## config.mk

```make
export PLATFORM = sky130hd
export DESIGN_NAME = uart_transmitter_flat
export DESIGN_NICKNAME = d
export VERILOG_FILES = /design/src/rtl/uart_transmitter_if.sv /design/src/rtl/uart_transmitter.sv /design/src/flat_wrapper.sv
export SDC_FILE = /design/constraint.sdc
export NUM_CORES = 1
export LEC_CHECK = 0
export BUFFER_PORTS_ARGS = -buffer_cell sky130_fd_sc_hd__buf_2
export CAP_MARGIN = 5
export CORE_ASPECT_RATIO = 0.7
export CORE_MARGIN = 1.5
export CORE_UTILIZATION = 52
export CTS_CLUSTER_DIAMETER = 50
export CTS_CLUSTER_SIZE = 25
export DETAILED_ROUTE_END_ITERATION = 10
export PLACE_DENSITY = 0.75
export SLEW_MARGIN = 25
export SYNTH_ARGS = -nofsm -noshare
export SYNTH_HDL_FRONTEND = slang
export SYNTH_SLANG_ARGS = --single-unit
```

## constraint.sdc

```tcl
create_clock -name clk -period 2.2 [get_ports clk]
set_clock_uncertainty 0.2 [all_clocks]
set_input_delay 0.11 -clock clk [delete_from_list [all_inputs] [get_ports clk]]
set_output_delay 0.11 -clock clk [all_outputs]
set_load 0.05 [all_outputs]
```

## src/rtl/uart_transmitter_if.sv

```systemverilog
// Byte-wide valid/ready handshake between an upstream producer and the UART transmitter.
interface uart_transmitter_if #(
    parameter int DATA_BITS = 8
);
    logic [DATA_BITS-1:0] tx_data;
    logic                 tx_valid;
    logic                 tx_ready;

    modport master (
        output tx_data,
        output tx_valid,
        input  tx_ready
    );

    modport slave (
        input  tx_data,
        input  tx_valid,
        output tx_ready
    );
endinterface

```

## src/rtl/uart_transmitter.sv

```systemverilog
// UART transmitter: accepts a byte over valid/ready and serialises it as
// start bit, LSB-first data bits, optional parity bit and stop bit(s).
//
// state  | meaning
// -------+------------------------------------------------------------
// IDLE   | line high, ready for a new byte
// START  | driving the start bit (0)
// DATA   | driving data bits LSB first, shift register moves right
// PARITY | driving the parity bit computed when the byte was accepted
// STOP   | driving stop bit(s) (1); bit index counts stop periods
module uart_transmitter #(
    parameter int BAUD_RATE_NUMBER = 10416,
    parameter int DATA_BITS        = 8,
    parameter int PARITY_EN        = 0,
    parameter int PARITY_ODD       = 0,
    parameter int STOP_BITS        = 1
) (
    input  logic                clk,
    input  logic                rst_n,
    uart_transmitter_if.slave   bus,
    output logic                tx,
    output logic                busy
);

    localparam int CNT_W = $clog2(BAUD_RATE_NUMBER);
    localparam int IDX_W = $clog2(DATA_BITS + 1);

    localparam logic [CNT_W-1:0] CNT_RELOAD    = CNT_W'(BAUD_RATE_NUMBER - 1);
    localparam logic [IDX_W-1:0] IDX_LAST_DATA = IDX_W'(DATA_BITS - 1);
    localparam logic [IDX_W-1:0] IDX_LAST_STOP = IDX_W'(STOP_BITS - 1);
    localparam logic             ODD_SEL       = (PARITY_ODD != 0);

    typedef enum logic [2:0] {
        S_IDLE,
        S_START,
        S_DATA,
        S_PARITY,
        S_STOP
    } state_t;

    state_t               state_q, state_d;
    logic [CNT_W-1:0]     cnt_q, cnt_d;
    logic [IDX_W-1:0]     idx_q, idx_d;
    logic [DATA_BITS-1:0] shift_q, shift_d;
    logic                 parity_q, parity_d;
    logic                 tx_q, tx_d;
    logic                 bit_end;

    // State, baud counter and datapath registers; reset drops any frame in flight.
    always_ff @(posedge clk or negedge rst_n) begin
        if (!rst_n) begin
            state_q  <= S_IDLE;
            cnt_q    <= CNT_RELOAD;
            idx_q    <= '0;
            shift_q  <= '0;
            parity_q <= 1'b0;
            tx_q     <= 1'b1;
        end else begin
            state_q  <= state_d;
            cnt_q    <= cnt_d;
            idx_q    <= idx_d;
            shift_q  <= shift_d;
            parity_q <= parity_d;
            tx_q     <= tx_d;
        end
    end

    assign bit_end = (cnt_q == '0);

    // Next state and next line value; every bit boundary is the counter hitting 0.
    always_comb begin
        state_d  = state_q;
        cnt_d    = cnt_q;
        idx_d    = idx_q;
        shift_d  = shift_q;
        parity_d = parity_q;
        tx_d     = tx_q;

        if (state_q == S_IDLE) begin
            tx_d = 1'b1;
            if (bus.tx_valid) begin
                state_d  = S_START;
                cnt_d    = CNT_RELOAD;
                idx_d    = '0;
                shift_d  = bus.tx_data;
                parity_d = (^bus.tx_data) ^ ODD_SEL;
                tx_d     = 1'b0;
            end
        end else begin
            // Reload wins at zero so the counter never wraps below 0.
            cnt_d = bit_end ? CNT_RELOAD : (cnt_q - CNT_W'(1));
            if (bit_end) begin
                case (state_q)
                    S_START: begin
                        state_d = S_DATA;
                        tx_d    = shift_q[0];
                    end
                    S_DATA: begin
                        shift_d = shift_q >> 1;
                        if (idx_q == IDX_LAST_DATA) begin
                            idx_d = '0;
                            if (PARITY_EN != 0) begin
                                state_d = S_PARITY;
                                tx_d    = parity_q;
                            end else begin
                                state_d = S_STOP;
                                tx_d    = 1'b1;
                            end
                        end else begin
                            idx_d = idx_q + IDX_W'(1);
                            tx_d  = shift_q[1];
                        end
                    end
                    S_PARITY: begin
                        state_d = S_STOP;
                        idx_d   = '0;
                        tx_d    = 1'b1;
                    end
                    S_STOP: begin
                        tx_d = 1'b1;
                        if (idx_q == IDX_LAST_STOP) begin
                            state_d = S_IDLE;
                            idx_d   = '0;
                        end else begin
                            idx_d = idx_q + IDX_W'(1);
                        end
                    end
                    default: begin
                        state_d = S_IDLE;
                        idx_d   = '0;
                        tx_d    = 1'b1;
                    end
                endcase
            end
        end
    end

    // Handshake and status decoded purely from the registered state.
    always_comb begin
        bus.tx_ready = (state_q == S_IDLE);
        busy         = (state_q != S_IDLE);
    end

    assign tx = tx_q;

endmodule
```

## src/flat_wrapper.sv

```systemverilog
// flat-port wrapper written by rule: the top's interface ports become plain ports
module uart_transmitter_flat 
#(
    parameter int BAUD_RATE_NUMBER = 10416,
    parameter int DATA_BITS        = 8,
    parameter int PARITY_EN        = 0,
    parameter int PARITY_ODD       = 0,
    parameter int STOP_BITS        = 1
)
  (clk, rst_n, tx, busy, bus_tx_data, bus_tx_valid, bus_tx_ready);
  uart_transmitter_if #(.DATA_BITS(DATA_BITS)) bus_i ();
  input  logic clk;
  input  logic rst_n;
  output logic tx;
  output logic busy;
  input wire logic [$bits(bus_i.tx_data)-1:0] bus_tx_data;
  input wire logic [$bits(bus_i.tx_valid)-1:0] bus_tx_valid;
  output wire logic [$bits(bus_i.tx_ready)-1:0] bus_tx_ready;
  assign bus_i.tx_data = bus_tx_data;
  assign bus_i.tx_valid = bus_tx_valid;
  assign bus_tx_ready = bus_i.tx_ready;
  uart_transmitter #(.BAUD_RATE_NUMBER(BAUD_RATE_NUMBER), .DATA_BITS(DATA_BITS), .PARITY_EN(PARITY_EN), .PARITY_ODD(PARITY_ODD), .STOP_BITS(STOP_BITS)) u_core (.clk(clk), .rst_n(rst_n), .bus(bus_i), .tx(tx), .busy(busy));
endmodule
```

==> results.txt <==
Flop2flop setup slack: -0.07 ns
CTS buffer count: 5
Worst slew margin: 56.1%
Reg2reg start: u_core.cnt_q[1]$_DFFE_PN1P_
CTS H-Tree Depth: 2
Row count: 16
Via count: 1580
DRC marker count from the first detailed-route iteration: 59
Ratio of cells with drive above 1 in the final layout: 32.8%
Worst Path Required: 2.21 ns
Max Slew Vio Count: 0
Number of global-route vias before repair: 1566
Lkg Pwr: 0.951 nW
GR Util All Layers: 26.5%
Worst path top cell family by delay: simple AND/OR/NAND/NOR gates
Worst-Margin Slew: 0.658 ns
DR WL/cell: 15.1 um
CTS Sinks: 30
Die width: 70.4 um
Crit-path cells: or4_4 -> or4_4 -> or4_4 -> xor2_1 -> nand2_1
Fin crit share: 103%
Post-synthesis cell count: 187
DR pass1 iterations: 5
Initial Util: 57.0%
Critical Path AT: 2.28 ns
Seq cells post-synth: 30
R2R cell count: 5
WS Path Type: reg2reg
Final Hold Fails: 0
GPL Wtd Cong: 0.929
Asr flop ratio synth: 100%
Syn Std Cell Area: 1660 um^2
HP Class: in2reg
Post-route DRC violation count: 0
Die height: 50.2 um
HP Start: bus_tx_data[7]
Hold EP: u_core.shift_q[7]$_DFFE_PN0P_
DIE AREA: 3540 um^2
Design Area, Final: 2160 um^2
Met1 WL: 1920 um
Post-Syn Nets: 201
DRT Wirelength: 4090 um
Final global-route overflow total: 0
Final WS setup: -0.0679 ns
Met2 wire length: 1880 um
Slowest stage delay, CP: 0.54 ns
Yosys warning count: 0
Slowest-stage cell, CP: or4_4
Initial antenna violation count: 0
VDD IR-drop max: 0.623 mV
Core footprint: 2900 um^2
Cell mode on critical path: or4_4
Top Layer Used: met4
Largest net degree at the start of global routing: 31
DP HPWL: 2870 um
Failing checks: setup timing
Worst-Skew Late Latency: 0.29 ns
RSZ-0062 raised after global routing: true
Clock root buffer: clkbuf_8
Pwr/cell area: 929 nW/um^2
Routed Antenna Nets: 0
Setup-failing EPs final: 1
F_max: 0.441 GHz
Worst-path fanout max: 3
Register area share after synthesis: 46.0%
Total Power: 2.01 mW
ANT cells: 0
Fin crit period: 2.27 ns
Reg clk slew, reported paths: 0.06 ns
Area after DPL: 1910 um^2
Yosys cell types: 39
Status: finished, violations left
Worst Path Buf+Inv: 0
FF-to-FF End: u_core.cnt_q[13]$_DFFE_PN1P_
Post-synth EDFFs: 0
First-pass GRT wire length: 7130 um
Hold depth: 4
Io pins: 14
Top_reg_cell synth: dfrtp_1
Metal3 WL: 250 um
Setup TNS: -0.0679 ns
Fin nets: 248
Max-cap viol count: 0
Longest Clk Path Bufs: 2
Routed vias/inst: 5.83
Crit start category: flop
CTS tree: built
IO Port Bufs: 13
Area Growth Syn to Fin: 30.5%
Fin util: 74.4%
Critical path endpoint category: flop
Mean Syn Cell Area: 8.85 um^2
Yosys cell counts (all sizes together), types with 2 or more instances:
library cell	instances	share of area (%)
nand2	32	7.3
o21ai	22	6.7
dfrtp	21	32
nor2	15	3.4
dfstp	9	14
nor3	8	2.4
inv	7	1.6
mux2	7	4.8
a21oi	6	1.8
nand3	6	1.8
clkbuf	5	1.1
or3	4	1.5
or4	4	2.0
a31oi	3	1.1
ha	3	2.3
nor4	3	1.1
a21boi	2	0.91
a21o	2	0.91
mux2i	2	1.2
nand4	2	0.76
nor2b	2	0.76
nor3b	2	0.91
o21a	2	0.91
o31ai	2	0.91
or3b	2	1.1
xnor2	2	1.1
xor2	2	1.1
flip-flops by register name, indices dropped and copies added, names as in the netlist:
| signal | flops |
|---|---|
| u_core.cnt_q | 14 |
| u_core.shift_q | 8 |
| u_core.idx_q | 4 |
| u_core.state_q | 3 |
| u_core.tx | 1 |
layout by cell type, fill, tap and decap left out, drive strengths merged, types with 6 or more instances in the layout:
master and count:
clkbuf 7, inv 7, a21oi 6, nor3 8, dfstp 9, nand3 6
dlygate4sd3 8, buf 38, nor2 15, o21ai 22, dfrtp 21, mux2 7
nand2 32
routing by layer:
metal	GRT usage [%]	vias to the layer above
met5	0	-
met4	8.65	0
met3	10.6	4
met2	42.6	43
met1	32.9	771
li1	-	762
worst register-to-register path: cells and delay by family, from the launching register on:
kind             cells  cell delay, ns
flip-flops           1            0.38
XOR/XNOR             1            0.15
AND/OR/NAND/NOR      4            1.47
where the power goes:
| part | leakage [nW] | total [mW] | internal (mW) | switching, mW |
|---|---|---|---|---|
| clock network | 0.0482 | 0.461 | 0.252 | 0.209 |
| logic | 0.545 | 0.679 | 0.332 | 0.347 |
| registers | 0.358 | 0.867 | 0.749 | 0.117 |
worst max path at each step:
| stage | from | endpoint | slack (ns) | cells past startpoint |
|---|---|---|---|---|
| floorplan | u_core.cnt_q[1]$_DFFE_PN1P_ | u_core.cnt_q[13]$_DFFE_PN1P_ | -0.07 | 5 |
| global placement | u_core.cnt_q[1]$_DFFE_PN1P_ | u_core.cnt_q[13]$_DFFE_PN1P_ | -0.1 | 5 |
| detailed placement | u_core.cnt_q[1]$_DFFE_PN1P_ | u_core.cnt_q[13]$_DFFE_PN1P_ | -0.16 | 5 |
| CTS | u_core.cnt_q[1]$_DFFE_PN1P_ | u_core.cnt_q[13]$_DFFE_PN1P_ | -0.08 | 5 |
| global route | u_core.cnt_q[1]$_DFFE_PN1P_ | u_core.cnt_q[13]$_DFFE_PN1P_ | -0.12 | 5 |
| finish | u_core.cnt_q[1]$_DFFE_PN1P_ | u_core.cnt_q[13]$_DFFE_PN1P_ | -0.07 | 5 |
per-stage QoR:
step	cells	worst slack [ns]	hold WS, ns
2_1_floorplan	187	-0.0733	-0.386
3_3_place_gp	252	-0.0953	-0.0268
3_5_place_dp	252	-0.158	-0.0227
4_1_cts	270	-0.0841	0.0337
5_1_grt	271	-0.117	0.113
6_report	271	-0.0679	0.0430
final cells by class:
type,instances,area (um^2)
Clock inverter,1,5.00
Inverter,8,30.0
Sequential cell,30,762
Multi-Input combinational cell,143,896
Timing Repair Buffer,46,337
Fill cell,219,742
Tap cell,36,45.0
Clock buffer,7,86.3
kinds of logic after synthesis:
| group | share of synthesized area [%] |
|---|---|
| compound gates | 15.3 |
| xor+xnor | 2.12 |
| fa+ha+maj | 2.27 |
| buf+inv | 3.17 |
| flops | 46.0 |
| mux | 5.97 |
| simple gates | 25.2 |
what timing repair did:
item	4_1_cts	5_1_grt
resized for setup	4	11
endpoints found under the setup margin	10	22
setup buffers	2	2
hold endpoints to repair	28	0
hold buffers	8	0
pin swaps	2	5
No activity file was read; power rests on OpenSTA's default activity.
